==> config.mk <==
export PLATFORM = sky130hd
export DESIGN_NAME = sched_type_lookup_flat
export DESIGN_NICKNAME = d
export VERILOG_FILES = /design/src/rtl/sched_type_lookup_if.sv /design/src/rtl/sched_type_lookup.sv /design/src/flat_wrapper.sv
export SDC_FILE = /design/constraint.sdc
export NUM_CORES = 1
export LEC_CHECK = 0
export CORE_MARGIN = 5
export CORE_UTILIZATION = 45
export CTS_BUF_LIST = sky130_fd_sc_hd__clkbuf_2 sky130_fd_sc_hd__clkbuf_4 sky130_fd_sc_hd__clkbuf_8
export DETAILED_ROUTE_END_ITERATION = 8
export PLACE_DENSITY_LB_ADDON = 0.1
export SYNTH_ARGS = -nofsm -noshare
export SYNTH_HDL_FRONTEND = slang
export SYNTH_SLANG_ARGS = --single-unit
==> constraint.sdc <==
create_clock -name clk -period 8.32 [get_ports clk]
set_input_delay 1.664 -clock clk [delete_from_list [all_inputs] [get_ports clk]]
set_output_delay 1.664 -clock clk [all_outputs]
set_load 0.01 [all_outputs]
==> src/rtl/sched_type_lookup_if.sv <==
// ----------------------------------------------------------------------------
// sched_type_lookup_if
// Request/response handshake between the task-dispatch front end and the
// scheduling-table lookup block.
//
//   req_valid      front end -> lookup   lookup request valid
//   req_ready      lookup -> front end   lookup can accept a request
//   req_task_type  front end -> lookup   task type to look up
//   resp_valid     lookup -> front end   response valid
//   resp_ready     front end -> lookup   consumer accepts response
//   resp_found     lookup -> front end   1 = hit, 0 = miss
//   resp_acc_id    lookup -> front end   selected accelerator ID, 0 on miss
//
// master: the front end issuing requests.  slave: the lookup block.
// ----------------------------------------------------------------------------
interface sched_type_lookup_if #(
    parameter int unsigned ACC_BITS = 4,
    parameter int unsigned TYPE_W   = 34
);
    logic                req_valid;
    logic                req_ready;
    logic [TYPE_W-1:0]   req_task_type;
    logic                resp_valid;
    logic                resp_ready;
    logic                resp_found;
    logic [ACC_BITS-1:0] resp_acc_id;

    modport master (
        output req_valid,
        output req_task_type,
        output resp_ready,
        input  req_ready,
        input  resp_valid,
        input  resp_found,
        input  resp_acc_id
    );

    modport slave (
        input  req_valid,
        input  req_task_type,
        input  resp_ready,
        output req_ready,
        output resp_valid,
        output resp_found,
        output resp_acc_id
    );
endinterface

==> src/rtl/sched_type_lookup.sv <==
// ----------------------------------------------------------------------------
// sched_type_lookup
// Read-side consumer of the scheduling data memory filled by the bitinfo
// parser at boot.  For each lookup request it scans the table (memory port B)
// from address 0 for an entry whose task type matches, and answers with an
// accelerator ID picked round-robin among that type's instances, or a miss.
// A zero task type in the table marks the end of the table.
//
// Ports:
//   clk         clock
//   rstn        synchronous active-low reset
//   lk          request/response handshake (sched_type_lookup_if.slave)
//   sched_addr  port B address
//   sched_en    port B read enable (data returns one cycle later)
//   sched_dout  port B read data: accid, count (instances-1), task type
//
// Build option: define SCHED_LOOKUP_CACHE_EN to add a one-entry cache of the
// last hit {task type, table address}; a request that hits the cache reads
// the cached address directly instead of scanning from address 0.
// ----------------------------------------------------------------------------
module sched_type_lookup #(
    parameter  int unsigned MAX_ACCS = 16,
    localparam int unsigned ACC_BITS = $clog2(MAX_ACCS)
) (
    input  logic                  clk,
    input  logic                  rstn,
    sched_type_lookup_if.slave    lk,
    output logic [ACC_BITS-1:0]   sched_addr,
    output logic                  sched_en,
    input  logic [49:0]           sched_dout
);

    // Scheduling data word layout
    localparam int unsigned TYPE_W                 = 34;
    localparam int unsigned DATA_W                 = 50;
    localparam int unsigned SCHED_DATA_ACCID_L     = 0;
    localparam int unsigned SCHED_DATA_COUNT_L     = 8;
    localparam int unsigned SCHED_DATA_TASK_TYPE_L = 16;
    localparam int unsigned SCHED_DATA_TASK_TYPE_H = 49;

    typedef enum logic [1:0] {
        IDLE,
        READ,
        CHECK,
        RESP
    } state_t;

    // Registered state and outputs
    state_t              state_q;
    logic [TYPE_W-1:0]   type_q;
    logic [ACC_BITS-1:0] addr_q;
    logic                sched_en_q;
    logic                req_ready_q;
    logic                resp_valid_q;
    logic                resp_found_q;
    logic [ACC_BITS-1:0] resp_acc_id_q;
    logic [ACC_BITS-1:0] rr_q [MAX_ACCS];

    // Next-state values
    state_t              state_d;
    logic [TYPE_W-1:0]   type_d;
    logic [ACC_BITS-1:0] addr_d;
    logic                sched_en_d;
    logic                req_ready_d;
    logic                resp_valid_d;
    logic                resp_found_d;
    logic [ACC_BITS-1:0] resp_acc_id_d;
    logic                rr_we;
    logic [ACC_BITS-1:0] rr_wdata;

    // Fields of the word currently on port B
    logic [TYPE_W-1:0]   dout_type;
    logic [ACC_BITS-1:0] dout_accid;
    logic [ACC_BITS-1:0] dout_count;
    logic [ACC_BITS-1:0] rr_cur;
    logic                last_addr;
    logic                accept;

    // Bits of the data word outside the fields used here
    logic [DATA_W-1:0]   unused_dout;

    assign dout_type   = sched_dout[SCHED_DATA_TASK_TYPE_H:SCHED_DATA_TASK_TYPE_L];
    assign dout_accid  = sched_dout[SCHED_DATA_ACCID_L +: ACC_BITS];
    assign dout_count  = sched_dout[SCHED_DATA_COUNT_L +: ACC_BITS];
    assign unused_dout = sched_dout;
    assign rr_cur      = rr_q[addr_q];
    assign last_addr   = (addr_q == ACC_BITS'(MAX_ACCS - 1));
    assign accept      = lk.req_valid && req_ready_q;

`ifdef SCHED_LOOKUP_CACHE_EN
    // Last-hit cache
    logic                cache_valid_q;
    logic [TYPE_W-1:0]   cache_type_q;
    logic [ACC_BITS-1:0] cache_addr_q;
    logic                cache_we;
    logic                cache_hit;

    assign cache_hit = cache_valid_q && (cache_type_q == lk.req_task_type);
`endif

    // Next-state and output decode
    always_comb begin
        state_d       = state_q;
        type_d        = type_q;
        addr_d        = addr_q;
        resp_found_d  = resp_found_q;
        resp_acc_id_d = resp_acc_id_q;
        rr_we         = 1'b0;
        // Round-robin step: wrap after the last instance of this type
        rr_wdata      = (rr_cur == dout_count) ? '0 : rr_cur + ACC_BITS'(1);
`ifdef SCHED_LOOKUP_CACHE_EN
        cache_we      = 1'b0;
`endif

        case (state_q)
            IDLE: begin
                if (accept) begin
                    type_d  = lk.req_task_type;
                    addr_d  = '0;
`ifdef SCHED_LOOKUP_CACHE_EN
                    if (cache_hit) begin
                        addr_d = cache_addr_q;
                    end
`endif
                    state_d = READ;
                end
            end

            READ: begin
                state_d = CHECK;
            end

            CHECK: begin
                if (dout_type == type_q) begin
                    resp_found_d  = 1'b1;
                    resp_acc_id_d = dout_accid + rr_cur;
                    rr_we         = 1'b1;
`ifdef SCHED_LOOKUP_CACHE_EN
                    cache_we      = 1'b1;
`endif
                    state_d       = RESP;
                end else if ((dout_type == '0) || last_addr) begin
                    resp_found_d  = 1'b0;
                    resp_acc_id_d = '0;
                    state_d       = RESP;
                end else begin
                    addr_d  = addr_q + ACC_BITS'(1);
                    state_d = READ;
                end
            end

            RESP: begin
                if (lk.resp_ready) begin
                    state_d = IDLE;
                end
            end

            default: begin
                state_d = IDLE;
            end
        endcase

        // Outputs are registered from the state being entered
        req_ready_d  = (state_d == IDLE);
        resp_valid_d = (state_d == RESP);
        sched_en_d   = (state_d == READ);
    end

    // State, output and round-robin registers
    always_ff @(posedge clk) begin
        if (!rstn) begin
            state_q       <= IDLE;
            type_q        <= '0;
            addr_q        <= '0;
            sched_en_q    <= 1'b0;
            req_ready_q   <= 1'b0;
            resp_valid_q  <= 1'b0;
            resp_found_q  <= 1'b0;
            resp_acc_id_q <= '0;
            for (int i = 0; i < MAX_ACCS; i++) begin
                rr_q[i] <= '0;
            end
        end else begin
            state_q       <= state_d;
            type_q        <= type_d;
            addr_q        <= addr_d;
            sched_en_q    <= sched_en_d;
            req_ready_q   <= req_ready_d;
            resp_valid_q  <= resp_valid_d;
            resp_found_q  <= resp_found_d;
            resp_acc_id_q <= resp_acc_id_d;
            if (rr_we) begin
                rr_q[addr_q] <= rr_wdata;
            end
        end
    end

`ifdef SCHED_LOOKUP_CACHE_EN
    // Cache is loaded only on a hit
    always_ff @(posedge clk) begin
        if (!rstn) begin
            cache_valid_q <= 1'b0;
            cache_type_q  <= '0;
            cache_addr_q  <= '0;
        end else if (cache_we) begin
            cache_valid_q <= 1'b1;
            cache_type_q  <= type_q;
            cache_addr_q  <= addr_q;
        end
    end
`endif

    assign lk.req_ready   = req_ready_q;
    assign lk.resp_valid  = resp_valid_q;
    assign lk.resp_found  = resp_found_q;
    assign lk.resp_acc_id = resp_acc_id_q;
    assign sched_addr     = addr_q;
    assign sched_en       = sched_en_q;

endmodule

==> src/flat_wrapper.sv <==
// flat-port wrapper written by rule: the top's interface ports become plain ports
module sched_type_lookup_flat 
#(
    parameter  int unsigned MAX_ACCS = 16,
    localparam int unsigned ACC_BITS = $clog2(MAX_ACCS)
)
  (clk, rstn, sched_addr, sched_en, sched_dout, lk_req_valid, lk_req_task_type, lk_resp_ready, lk_req_ready, lk_resp_valid, lk_resp_found, lk_resp_acc_id);
  sched_type_lookup_if #(.ACC_BITS((4)), .TYPE_W((34))) lk_i ();
  input  logic clk;
  input  logic rstn;
  output logic [ACC_BITS-1:0] sched_addr;
  output logic sched_en;
  input  logic [49:0] sched_dout;
  input wire logic [$bits(lk_i.req_valid)-1:0] lk_req_valid;
  input wire logic [$bits(lk_i.req_task_type)-1:0] lk_req_task_type;
  input wire logic [$bits(lk_i.resp_ready)-1:0] lk_resp_ready;
  output wire logic [$bits(lk_i.req_ready)-1:0] lk_req_ready;
  output wire logic [$bits(lk_i.resp_valid)-1:0] lk_resp_valid;
  output wire logic [$bits(lk_i.resp_found)-1:0] lk_resp_found;
  output wire logic [$bits(lk_i.resp_acc_id)-1:0] lk_resp_acc_id;
  assign lk_i.req_valid = lk_req_valid;
  assign lk_i.req_task_type = lk_req_task_type;
  assign lk_i.resp_ready = lk_resp_ready;
  assign lk_req_ready = lk_i.req_ready;
  assign lk_resp_valid = lk_i.resp_valid;
  assign lk_resp_found = lk_i.resp_found;
  assign lk_resp_acc_id = lk_i.resp_acc_id;
  sched_type_lookup #(.MAX_ACCS(MAX_ACCS)) u_core (.clk(clk), .rstn(rstn), .lk(lk_i), .sched_addr(sched_addr), .sched_en(sched_en), .sched_dout(sched_dout));
endmodule
After elaboration in Yosys (flattened, before gate mapping)

Memories as Yosys holds them, arrays and structs flattened. A register that Yosys moved wholly into a read port is not among the register bits.
Index checks and enable logic that the tools add are counted.

Register bits: 48
Memory bits (writable): 64
Output and inout port bits: 12
Logic and storage cells: 59
Memories kept: 1

Memories:

| name        | words | width | rd ports | clocked after Yosys merged registers in | write ports | RTL line                | source |
|---|---|---|---|---|---|---|---|
| u_core.rr_q | 16    | 4     | 1        | 1                                       | 16          | sched_type_lookup.sv:57 | `logic [ACC_BITS-1:0] rr_q [MAX_ACCS];` |

Add/subtract/negate cells: 3
Eq/ne operators: 11
Mux-type cells: 25
Reduce and logical (&&, ||, !) cells: 11

Operator list:

| operator            | count |
|---|---|
| $mux 4              | 10 |
| $eq 34x34->1        | 1 |
| $logic_not 34->1    | 1 |
| $mux 1              | 9 |
| $add 4x1->4 const B | 2 |
| $mux 2              | 4 |
| $pmux 2 s4          | 1 |
| $pmux 4 s2          | 1 |
| $eq 2x2->1 const B  | 3 |
| $add 4x4->4         | 1 |
| $eq 2x1->1 const B  | 2 |
| $eq 4x4->1          | 1 |
| $eq 4x4->1 const B  | 1 |
| $logic_not 2->1     | 2 |
| $ne 2x2->1 const B  | 2 |
| $reduce_and 2->1    | 2 |
| $reduce_and 4->1    | 1 |
| $reduce_bool 2->1   | 2 |
| $reduce_or 4->1     | 1 |
| $ne 2x1->1 const B  | 1 |
| $logic_and 1x1->1   | 1 |
| $logic_or 1x1->1    | 1 |

Depth between registers and ports, before layout

Word-level depth: 8
Gate-level depth with buffers: 13

Least setup slack after synthesis

No wires, ideal clock.

Kind: input -> register
Start: input port sched_dout[16]
End: memory u_core.rr_q[11][0] (enable)
Setup time: 361 ps
Arrival time: 3490 ps
Data required time: 7959 ps
Slack: 4469 ps
Stages: 7
Path buffers: 1
Cells stage by stage: xor2_1 > nor4_1 > nand3_1 > nor4_2 > nand2_1 > clkbuf_1 > o21ai_0

RTL lines:

| what            | RTL line                | source |
|---|---|---|
| start, declared | flat_wrapper.sv:13      | `input logic [49:0] sched_dout;` |
| end, declared   | sched_type_lookup.sv:57 |  |

==> results.py <==
metrics = {
    "logic_synthesis": {
        "synth_top_area_cell": "edfxtp_1",
        "synth_ff_type": "edfxtp_1",
        "synth-seq-cells": 116,
        "syn_inst": 538,
        "ys_types": 50,
        "yosys_warnings": 0,
        "synth.avg_cell_area_um2": 10.9,
        "synth_edf_count": 64,
        "synth_async_sr_flop_share": 0,
        "synth.yosys.seq_area_share": 0.507,
        "syn_area_mm2": 0.00584,
        "synth_top_area_share": 0.329,
        "synth_nets": 635,
        "ys_top_cells_by_area": "edfxtp_1 33%, dfxtp_1 18%, nand2_1 6.1%",
    },
    "drt": {
        "wl_per_cell_um": 18.7,
        "wl_mm": 14.9,
        "vias": 4296,
        "drt.antenna.violating_nets": 0,
        "drtPass1Iterations": 4,
        "routed_via_density": 5.38,
        "drt_iter0_markers": 355,
        "drc_errors": 0,
    },
    "grt": {
        "antenna_found_initial": 0,
        "globalRouteOverflowTotal": 0,
        "grt_max_degree": 68,
        "grt_pass1_wl_mm": 23.3,
        "first_global_vias": 4427,
        "grt_usage": 0.205,
    },
    "cts": {
        "clkLatencyLatePin_ns": 0.45,
        "htree_levels": 4,
        "post_cts_resized": 0,
        "clkTransAtPathRegs_ns": 0.07,
        "cts_max_path_buffers": 2,
        "numCtsBuffers": 17,
        "hold_buffers": 0,
        "root_buffer": "clkbuf_8",
        "cts_tree": "done",
        "cts.sinks": 116,
        "post_cts_buffers": 0,
    },
    "critical_path": {
        "cp-endpoint": "u_core.rr_q[0][1]",
        "required_ns": 8.40,
        "rrSetupSlack_ns": 4.50,
        "critPathArrivalTime_ns": 5.26,
        "path_max_fanout": 20,
        "startpoint": "sched_dout[49]",
        "rr_worst_depth": 6,
        "r2r_start": "u_core.type_q[11]",
        "startpoint_type": "input pin",
        "critical_path_class": "input pin to register",
        "crit_path_end_kind": "register",
        "r2r-end": "u_core.rr_q[0][1]",
    },
    "cells_and_area": {
        "area_growth_pct": 22.9,
        "layout-drive-gt1-share": 0.0863,
        "nFillCells": 1158,
        "final_nets": 710,
        "final_cell_area_mm2": 0.00718,
        "n_antenna_cell": 0,
        "final_util": 0.566,
    },
    "die": {
        "coreArea_mm2": 0.0127,
        "die_y_um": 124,
        "io_pins": 100,
        "dieArea_mm2": 0.0154,
        "die_w_um": 124,
        "floorplan.rows": 41,
        "start_util": 0.461,
    },
    "placed_design": {
        "dpl_cell_area_mm2": 0.00678,
        "io_buffers": 91,
        "dp_hpwl_mm": 10.4,
        "gp_congestion": 0.830,
        "dp_worst_setup_slack_ns": 2.64,
    },
    "sta": {
        "final_hold_viol_count": 0,
        "fin_tns_setup_ns": 0,
        "period_share": 0.623,
        "fmax_ghz": 0.193,
        "final_max_slew_viol_count": 0,
        "slew_headroom": 0.309,
        "setup_violations": 0,
        "final.min_clock_period_ns": 5.18,
        "rsz0062_at_grt": "false",
        "clock_skew_ns": 0.00823,
        "setup_ws_ns": 3.14,
        "worstMarginPinSlew_ns": 1.03,
    },
    "pwr": {
        "total_leakage_power_nw": 2.53,
        "p_per_area_mw_per_mm2": 180,
        "fin_total_pwr_mw": 1.29,
        "peakVddDrop_v": 0.0000935,
    },
    "run": {
        "max-cap-violations": 0,
    },
    "outcome": {
        "status": "completed",
    },
    "hold_path": {
        "hold_path.class": "register to register",
    },
}
-- area by class of cell --
| type | instances | area [µm²] | area share |
|---|---|---|---|
| Clock buffer | 22 | 297 | 0.0413 |
| Tap cell | 172 | 215 | 0.0300 |
| Timing Repair Buffer | 95 | 936 | 0.130 |
| Clock inverter | 10 | 103 | 0.0143 |
| Inverter | 6 | 22.5 | 0.00314 |
| Sequential cell | 116 | 2960 | 0.413 |
| Multi-Input combinational cell | 377 | 2640 | 0.368 |
-- cell usage in the layout (no fill, tap or decap), types with 3 or more instances in the layout --
cell / instances
a21boi_0: 36
a32o_1: 4
and2_1: 7
buf_4: 4
clkbuf_8: 21
clkdlybuf4s50_1: 90
clkinv_2: 6
dfxtp_1: 52
edfxtp_1: 64
ha_1: 8
inv_1: 6
mux2i_1: 17
mux4_1: 10
mux4_2: 4
nand2_1: 95
nand3_1: 8
nor2_1: 9
nor2b_1: 4
nor3_1: 63
nor3_2: 3
nor4_1: 15
o21ai_0: 18
or2_2: 3
xnor2_1: 5
xor2_1: 35
-- kinds of logic after synthesis --
kind of cell / synth area share
compound gates: 0.0904
xor+xnor: 0.0628
fa+ha+maj: 0.0206
buf+inv: 0.0416
flops: 0.507
mux: 0.0960
simple gates: 0.181
-- metrics by stage --
step / hold slack [ns] / cells
floorplan: 0.455 / 538
global route: 0.510 / 798
global placement: 0.465 / 766
detailed placement: 0.476 / 766
finish: 0.483 / 798
CTS: 0.485 / 798
-- Yosys cell counts, drive strengths merged (4+ instances only) --
library cell,instances
buf,11
xnor2,6
nor2,9
nor4,16
inv,6
a21boi,36
nor2b,4
mux4,14
mux2i,17
xor2,35
a32o,4
and2,7
edfxtp,64
clkbuf,28
nor3,66
nand2,95
dfxtp,52
ha,8
o21ai,18
nand3,8
-- power by group --
group | switching (mW) | internal [mW]
Sequential | 0.0131 | 0.625
Combinational | 0.0628 | 0.0652
Clock | 0.227 | 0.298
-- flip-flops by register name, summed over array words and instances, names as in the netlist, named ones only --
signal	count
u_core.sched_addr	4
u_core.state_q	2
u_core.type_q	34
u_core.lk.resp_found	1
u_core.sched_en	1
u_core.lk.resp_acc_id	4
u_core.rr_q	64
u_core.lk.resp_valid	1
u_core.lk.req_ready	1
-- routing by layer --
metal,vias up,GRT usage,routed length [µm]
met5,-,0,0
met4,0,0.0684,222
met3,19,0.0681,1110
met2,146,0.330,7130
met1,2021,0.260,6430
li1,2110,-,-
-- critical path, cell delays in order --
cell	delay, ns
clkdlybuf4s50_1	0.48
xor2_1	0.18
nor4_1	0.35
nand4_1	0.18
nor4_2	0.76
nand2_1	0.76
o21ai_0	0.87
-- how the worst min path moves through the flow --
| stage | endpoint | depth (start not counted) | slack (ns) | start |
|---|---|---|---|---|
| after floorplan | u_core.type_q[0] | 2 | 0.46 | u_core.type_q[0] |
| after global placement | u_core.type_q[13] | 2 | 0.47 | u_core.type_q[13] |
| after detailed placement | u_core.type_q[15] | 2 | 0.48 | u_core.type_q[15] |
| after CTS | u_core.type_q[15] | 2 | 0.49 | u_core.type_q[15] |
| after global routing | u_core.type_q[4] | 2 | 0.51 | u_core.type_q[4] |
| final | u_core.type_q[33] | 2 | 0.48 | u_core.type_q[33] |
No activity file was read; power rests on OpenSTA's default activity.
